==> config.mk <==
export PLATFORM = sky130hd
export DESIGN_NAME = ray_dir_gen
export DESIGN_NICKNAME = d
export VERILOG_FILES = /design/src/rtl/ray_dir_gen.sv
export SDC_FILE = /design/constraint.sdc
export NUM_CORES = 1
export LEC_CHECK = 0
export CAP_MARGIN = 0
export CORE_ASPECT_RATIO = 0.8
export CORE_MARGIN = 10
export CORE_UTILIZATION = 50
export DETAILED_ROUTE_END_ITERATION = 10
export GPL_ROUTABILITY_DRIVEN = 1
export PLACE_DENSITY_LB_ADDON = 0.2
export SLEW_MARGIN = 20
export SYNTH_ARGS = -nofsm -noshare
export SYNTH_HDL_FRONTEND = slang
export SYNTH_SLANG_ARGS = --single-unit
==> constraint.sdc <==
create_clock -name clk -period 8.2 [get_ports clk]
set_clock_uncertainty 0.1 [all_clocks]
set_input_delay 0.82 -clock clk [delete_from_list [all_inputs] [get_ports clk]]
set_output_delay 0.82 -clock clk [all_outputs]
set_load 0.02 [all_outputs]
==> src/rtl/ray_dir_gen.sv <==
// ray_dir_gen: raster-order primary-ray direction generator.
// Walks the image plane one pixel per cycle while downstream credit is
// available and emits a pixel-centred camera-space direction {x, y, z}
// together with a one-cycle write strobe for the ray-direction FIFO.

`ifndef WIDTH
`define WIDTH 16
`endif

module ray_dir_gen #(
  parameter int WIDTH   = `WIDTH,
  parameter int IMG_W   = 640,
  parameter int IMG_H   = 480,
  parameter int FOCAL   = 512,
  parameter int CREDITS = 20,
  localparam int XW     = (IMG_W > 1) ? $clog2(IMG_W) : 1,
  localparam int YW     = (IMG_H > 1) ? $clog2(IMG_H) : 1
) (
  input  logic                 clk,
  input  logic                 reset,
  input  logic                 start_in,
  input  logic                 pop_in,
  output logic                 write_out,
  output logic [3*WIDTH-1:0]   RD_out,
  output logic [XW-1:0]        pixel_x_out,
  output logic [YW-1:0]        pixel_y_out,
  output logic                 busy_out,
  output logic                 done_out,
  output logic                 credit_err_out
);

  // Direction arithmetic runs two bits wider than the output so that the
  // intermediate 2*p term cannot overflow before truncation.
  localparam int AW = WIDTH + 2;
  localparam int CW = (CREDITS > 0) ? $clog2(CREDITS + 1) : 1;

  localparam logic [XW-1:0]        X_LAST  = XW'(IMG_W - 1);
  localparam logic [YW-1:0]        Y_LAST  = YW'(IMG_H - 1);
  localparam logic [CW-1:0]        C_FULL  = CW'(CREDITS);
  localparam logic [CW-1:0]        C_ONE_C = CW'(1);
  localparam logic signed [AW-1:0] C_IMG_W = AW'(IMG_W);
  localparam logic signed [AW-1:0] C_IMG_H = AW'(IMG_H);
  localparam logic signed [AW-1:0] C_ONE   = AW'(1);
  localparam logic [WIDTH-1:0]     C_Z     = WIDTH'(-FOCAL);

  typedef enum logic [1:0] {
    S_IDLE = 2'd0,
    S_RUN  = 2'd1,
    S_DONE = 2'd2
  } state_t;

  state_t              r_state;
  state_t              w_state_next;
  logic [XW-1:0]       r_px;
  logic [YW-1:0]       r_py;
  logic [CW-1:0]       r_credits;
  logic                r_credit_err;
  logic                w_emit;
  logic                w_last;
  logic                w_full;
  logic signed [AW-1:0] w_px_s;
  logic signed [AW-1:0] w_py_s;
  logic [WIDTH-1:0]    w_dir_x;
  logic [WIDTH-1:0]    w_dir_y;

  // An emit only uses credit that was already registered; a same-cycle
  // pop cannot enable it.
  assign w_emit = (r_state == S_RUN) && (r_credits != '0);
  assign w_last = (r_px == X_LAST) && (r_py == Y_LAST);
  assign w_full = (r_credits == C_FULL);

  assign w_px_s  = AW'(r_px);
  assign w_py_s  = AW'(r_py);
  assign w_dir_x = WIDTH'((w_px_s <<< 1) + C_ONE - C_IMG_W);
  assign w_dir_y = WIDTH'(C_IMG_H - (w_py_s <<< 1) - C_ONE);

  assign busy_out       = (r_state != S_IDLE);
  assign done_out       = (r_state == S_DONE);
  assign credit_err_out = r_credit_err;

  // State register.
  always_ff @(posedge clk) begin
    if (reset) begin
      r_state <= S_IDLE;
    end else begin
      r_state <= w_state_next;
    end
  end

  // Next-state logic: DONE is a single-cycle state so done_out lines up
  // with the write strobe of the final pixel.
  always_comb begin
    w_state_next = r_state;
    case (r_state)
      S_IDLE:  if (start_in) w_state_next = S_RUN;
      S_RUN:   if (w_emit && w_last) w_state_next = S_DONE;
      S_DONE:  w_state_next = S_IDLE;
      default: w_state_next = S_IDLE;
    endcase
  end

  // Raster position: cleared on frame start, advanced on every emit.
  always_ff @(posedge clk) begin
    if (reset) begin
      r_px <= '0;
      r_py <= '0;
    end else if ((r_state == S_IDLE) && start_in) begin
      r_px <= '0;
      r_py <= '0;
    end else if (w_emit) begin
      if (r_px == X_LAST) begin
        r_px <= '0;
        r_py <= (r_py == Y_LAST) ? '0 : r_py + YW'(1);
      end else begin
        r_px <= r_px + XW'(1);
      end
    end
  end

  // Credit counter survives frame boundaries so late pops from the previous
  // frame still return credit; a pop with every credit home is flagged.
  always_ff @(posedge clk) begin
    if (reset) begin
      r_credits    <= C_FULL;
      r_credit_err <= 1'b0;
    end else begin
      if (pop_in && w_full) begin
        r_credit_err <= 1'b1;
      end
      case ({w_emit, pop_in})
        2'b10:   r_credits <= r_credits - C_ONE_C;
        2'b01:   if (!w_full) r_credits <= r_credits + C_ONE_C;
        default: r_credits <= r_credits;
      endcase
    end
  end

  // Output registers: direction and pixel ports hold between emits.
  always_ff @(posedge clk) begin
    if (reset) begin
      write_out   <= 1'b0;
      RD_out      <= '0;
      pixel_x_out <= '0;
      pixel_y_out <= '0;
    end else begin
      write_out <= w_emit;
      if (w_emit) begin
        RD_out      <= {w_dir_x, w_dir_y, C_Z};
        pixel_x_out <= r_px;
        pixel_y_out <= r_py;
      end
    end
  end

endmodule

==> results of run 1 <==
==> state kept, by name (all words and copies together) (netlist names), 2 cells and up <==
| register | cells |
|---|---|
| pixel_y_out | 9 |
| r_credits | 5 |
| r_py | 9 |
| r_px | 10 |
| r_state | 2 |
| RD_out | 18 |
| pixel_x_out | 10 |
==> cell families (layout without fill, tap and decap cells) <==
kind of cell | count (synthesis) | in the layout | synth area share (%)
AOI/OAI and AO/OA | 80 | 80 | 14.85
xor gates and xnor gates | 25 | 25 | 6.594
adders and majority gates | 10 | 10 | 3.994
buffers and inverters | 63 | 92 | 10.93
DFF | 65 | 65 | 39.19
muxes | 5 | 5 | 1.507
other | 1 | 9 | 0.1129
and+or+nand+nor | 159 | 159 | 22.83
==> tightest hold or removal path, stage by stage (launching register included) <==
cell,delay (ps)
dfxtp_1,310
nand2_1,50
a21oi_1,50
==> power by group through the flow <==
stage	clock, mW	combinational (mW)	sequential (mW)
CTS	0.283	0.209	0.365
global route	0.295	0.225	0.368
finish	0.276	0.206	0.365
global placement	0	0.201	0.370
detailed placement	0	0.208	0.372
floorplan	0	0.144	0.380
==> stage by stage <==
step / setup WS (ps) / cells
CTS: 5644 / 529
floorplan: 5403 / 416
global route: 5475 / 529
finish: 5626 / 529
detailed placement: 5292 / 513
global placement: 5372 / 513
==> final cells by class <==
| class | count | area [um^2] |
|---|---|---|
| fill | 575 | 2409 |
| multi-input combinational | 288 | 1687 |
| sequential | 65 | 1301 |
| timing repair buffer | 68 | 673.1 |
| clock buffer | 10 | 137.6 |
| tap | 84 | 105.1 |
| clock inverter | 6 | 66.31 |
| inverter | 8 | 30.03 |
==> placed cells by master (no fill, tap or decap), types with 6 or more instances in the layout <==
cell type / netlist / layout
a21oi_1: 40 / 40
clkbuf_8: 0 / 10
ha_1: 9 / 9
xnor2_1: 16 / 16
a211oi_1: 6 / 6
o21ai_0: 12 / 12
nor2_1: 43 / 43
conb_1: 1 / 9
dfxtp_1: 65 / 65
nand2_1: 60 / 60
clkdlybuf4s50_1: 0 / 65
xor2_1: 9 / 9
inv_1: 8 / 8
nand3_1: 12 / 12
nor3_1: 11 / 11
==> layer usage <==
layer | part of all wire, % | vias to the layer above
li1 | - | 1411
met1 | 44 | 1307
met2 | 49 | 56
met3 | 6.9 | 6
met4 | 0.77 | 0
met5 | 0 | -
==> worst paths after layout <==
check / slack [ps] / endpoint / cells past startpoint / start
worst min register to register: 350 / RD_out[41] / 2 / RD_out[41]
worst min-delay path: 350 / RD_out[41] / 2 / RD_out[41]
worst max register to register: 5630 / r_credits[4] / 9 / r_credits[0]
worst max-delay path: 5630 / r_credits[4] / 8 / pop_in
==> impl_results.md, run 1 <==
- Reg power frac: 43.1%
- Chip Width: 111.1 um
- DRT antenna net count: 0
- Via count: 2780
- Root Driver: clkbuf_8
- Fin nets: 454
- Power share of the combinational group: 24.3%
- # rows: 26
- PortBufs: 65
- CP most frequent cell: o21ai_0
- Share of cells above drive strength 1: 6.517%
- Setup TNS: 0 ps
- Global routing's busiest layer: met2
- Final instance area: 0.004000 mm^2
- Initial Util: 51.82%
- CP Data Arrival Time: 2750 ps
- Post-synthesis sequential area ratio: 39.19%
- Worst VDD drop: 0.1408 mV
- Setup bufs post-CTS: 0
- H-tree Lvls: 3
- Vias in the first global route: 2631
- CP Cell Sequence: clkdlybuf4s50_1 > nand2_1 > fa_1 > a21o_1 > a21oi_1 > o21ai_0 > and3_1 > o21ai_0
- Max-Slew Margin vs Limit: 55.73%
- CTS Hold Bufs: 0
- Grt met2 use: 24.17%
- Mapped Avg Cell Area: 8.139 um^2
- First-pass GRT wire length: 12720 um
- Worst hold path type: reg2reg
- Initial DRT Pass Iterations: 4
- GPL Wtd Cong: 0.8360
- Clk sinks: 65
- Worst path top cell family by delay: compound AO/OA/AOI/OAI gates
- Worst slew pin tran: 647.3 ps
- Status: finished, final reports clean
- Leak pwr: 1.440 nW
- Post-synth cell types: 53
- M3 GR Usage: 6.319%
- CTS resizes: 0
- GRT Util Overall: 14.46%
- CTS tree: built
- RSZ-0062 raised after global routing: no
- Pwr Total: 0.8475 mW
- Hold slack: 354.3 ps
- Top FF cell, synth: dfxtp_1
- DRC: 0
- Worst-path fanout max: 5
- Max Cap Viol: 0
- CP required: 8380 ps
- Synthesized area: 0.003321 mm^2
- Fmax: 0.3885 GHz
- Switching pwr: 0.2684 mW
- Reg clk slew, reported paths: 80 ps
- Die Ht: 92.89 um
- Ports: 75
- Crit path max-delay cell type: clkdlybuf4s50_1
- Initial DRC Count: 97
- Synth area leader: dfxtp_1
- CP peak stage delay: 530 ps
- Routed vias/inst: 5.255
- CP Buf/Inv Count: 1
- Met1 Usage GRT: 16.74%
- Crit path launch type: input port
- Post-synth ARST share: 0%
- Int Pwr: 0.5790 mW
- Yosys Warn Count: 0
- Post-synthesis cell count: 408
- Antenna fix cells: 0
- Flops & latches, synth: 65
- Grt total ovfl: 0
- CP endpoint kind: flop
- DP Area: 0.003796 mm^2
- Max Buffers Root-to-Sink: 2
- Clock latency on the worst-skew pair: 340 ps
- Worst setup path category: in2reg
- Post-synth EDFFs: 0
- Final Slew Violations: 0
- Die Footprint: 0.01032 mm^2
- Cell Pwr Density: 211.9 mW/mm^2
- Final Core Density: 62.42%
- Crit share post-route: 31.39%
- Clock power share: 32.6%
- Detailed Place HPWL: 5493 um
- Core Area: 0.006409 mm^2
- Routed WL per cell: 14.56 um
- Minimum clock period: 2574 ps
- CTS buffer count: 9
- Initial antenna violation count: 0
- Most frequent cells after synthesis: dfxtp_1, nand2_1, nor2_1
- Switch share: 31.67%
- Top-count cell post-synth: dfxtp_1
- Synth top area cells: dfxtp_1, buf_4, nand2_1, a21oi_1, nor2_1
- P&R area growth vs syn: 20.46%
- Routed WL: 7703 um
- Largest net degree at the start of global routing: 46
- Share of the synthesized area in the top cell type: 39.19%
- Final setup fails: 0
- Fin. Hold Viols: 0
No activity file was read; power rests on OpenSTA's default activity.
==> inputs of run 2 (changes only) <==
--- a/config.mk
+++ b/config.mk
@@ -8,7 +8,7 @@
 export CAP_MARGIN = 0
 export CORE_ASPECT_RATIO = 0.8
 export CORE_MARGIN = 10
-export CORE_UTILIZATION = 50
+export CORE_UTILIZATION = 46
 export DETAILED_ROUTE_END_ITERATION = 10
 export GPL_ROUTABILITY_DRIVEN = 1
 export PLACE_DENSITY_LB_ADDON = 0.2
==> constraint.sdc (replaced) <==
create_clock -name clk -period 2.1 [get_ports clk]
set_clock_uncertainty 0.1 [all_clocks]
set_input_delay 0.21 -clock clk [delete_from_list [all_inputs] [get_ports clk]]
set_output_delay 0.21 -clock clk [all_outputs]
set_load 0.02 [all_outputs]
==> run 2 against run 1 <==
  * The run now ends with negative setup slack left
  * Largest cell class unchanged
  * Largest power group unchanged
  * Sequential power increased to 3.9 times the previous value
  * Hold slack got worse by 1.2 ps
  * Via count increased by 3.8%
  * Final cell count increased by 7.0%
  * Critical path type is now reg2reg
==> impl_results.md, run 2 (synthesis results as in run 1) <==
- Worst hold path type: reg2reg
- Final setup fails: 1
- Root Driver: clkbuf_8
- Routed WL per cell: 14.75 um
- DRT antenna net count: 0
- CTS buffer count: 9
- Commonest non-fill, non-tap cells in the layout: clkdlybuf4s50_1, dfxtp_1, nand2_1
- Initial DRT Pass Iterations: 4
- Fmax: 0.4653 GHz
- Routed WL: 8348 um
- R2R setup slack: -50 ps
- Fin. Hold Viols: 0
- Initial antenna violation count: 0
- Worst setup slack after layout: -49.13 ps
- Minimum clock period: 2149 ps
- CP peak stage delay: 390 ps
- Chip Width: 115.0 um
- Worst slew pin tran: 511.7 ps
- Final Core Density: 62.21%
- P&R area growth vs syn: 30.37%
- Max-Slew Margin vs Limit: 65.63%
- Ports: 75
- CP endpoint kind: flop
- Vias in the first global route: 2761
- CP required: 2230 ps
- Largest net degree at the start of global routing: 46
- Largest register FFs: 18
- Share of cells above drive strength 1: 16.49%
- Hold slack: 353.1 ps
- Status: finished, violations left
- CP most frequent cell: a21o_1
- CP Data Arrival Time: 2280 ps
- Core Area: 0.006959 mm^2
- Detailed Place HPWL: 6231 um
- Antenna fix cells: 0
- Die Footprint: 0.01104 mm^2
- Worst R2R Path Depth: 9
- Fin nets: 489
- H-tree Lvls: 3
- Via count: 2885
- CTS tree: built
- Pwr Total: 3.556 mW
- Initial DRC Count: 155
- Max Cap Viol: 0
- Top flop regs: RD_out (18), pixel_x_out (10), r_px (10)
- # rows: 27
- Worst VDD drop: 0.4696 mV
- Clock latency on the worst-skew pair: 340 ps
- Final Slew Violations: 0
- GPL Wtd Cong: 0.8869
- Die Ht: 96.00 um
- DP Worst Slack: -67.57 ps
- CTS Hold Bufs: 0
- Worst setup path category: reg2reg
- Reg clk slew, reported paths: 70 ps
- Worst-path fanout max: 4
- PortBufs: 65
- GRT Util Overall: 15.19%
- CP Cell Sequence: nor3_4 > a21o_1 > nand2_4 > fa_2 > a21o_1 > a21oi_2 > o21bai_4 > and3_4 > o21ai_2
- Hold Path Depth: 2
- Leak pwr: 1.636 nW
- Cell Pwr Density: 821.3 mW/mm^2
- Routed vias/inst: 5.097
- Largest Register: RD_out
- First-pass GRT wire length: 13750 um
- Hold EP: RD_out[42]
- Worst hold start: RD_out[42]
- Clk sinks: 65
- RSZ-0062 raised after global routing: yes
- Crit path launch type: flop
- Leading cell type in the layout, fill and taps excluded: clkdlybuf4s50_1
- DRC: 0
- Critical R2R Launch: r_credits[1]
- Crit path max-delay cell type: fa_2
- Crit share post-route: 102.3%
- RR Endpoint: r_credits[4]
- Failing checks: negative setup slack
- Grt total ovfl: 0
- Initial Util: 47.72%
- Crit. Startpoint: r_credits[1]
- Max Buffers Root-to-Sink: 2
## run 2: cell type report
class                      instances  area (um^2)
clock inverter                     3        40.04
fill                             595         2630
tap                               87        108.9
inverter                           8        30.03
timing repair buffer             103        939.7
multi-input combinational        288         1742
sequential                        65         1314
clock buffer                      12        155.1
## run 2: worst max-delay path: cells and delay by family (launching register included)
family / cells / cell delay (ps)
simple gates: 3 / 450
flops: 1 / 360
fa+ha+maj: 1 / 390
compound gates: 5 / 740
## run 2: timing repair
item	CTS	global route
setup endpoints to repair	1	16
gates resized for setup	3	12
pin swaps	1	7
buffers inserted	1	3
hold endpoints to repair	0	0
## run 2: worst max path at each step
stage | cells after the start | to | slack [ps]
final | 9 | r_credits[4] | -50
after detailed placement | 8 | r_credits[4] | -70
after CTS | 9 | r_credits[4] | -5
after global routing | 9 | r_credits[4] | -120
after floorplan | 12 | r_credits[4] | -290
after global placement | 8 | r_credits[4] | 10
## run 2: metrics by stage
stage | instances | setup TNS, ps | cell area [um^2]
after floorplan | 416 | -371.7 | 3406
after global placement | 548 | 0 | 4066
after detailed placement | 548 | -67.57 | 4066
after CTS | 563 | -5.353 | 4265
after global routing | 566 | -236.2 | 4329
final | 566 | -49.13 | 4329
## run 2: where the power goes
| part | switching, mW | total, mW | internal (mW) |
|---|---|---|---|
| clock | 0.461 | 1.06 | 0.603 |
| combinational | 0.540 | 1.06 | 0.516 |
| sequential | 0.0943 | 1.44 | 1.34 |
## run 2: per-layer routing
| metal | wire, um | global-route usage [%] | vias to the layer above |
|---|---|---|---|
| met1 | 3669 | 18.16 | 1342 |
| met2 | 4106 | 25.66 | 55 |
| met4 | 44 | 3.498 | 0 |
| met5 | 0 | 0 | - |
| met3 | 527 | 5.473 | 7 |
| li1 | - | - | 1481 |
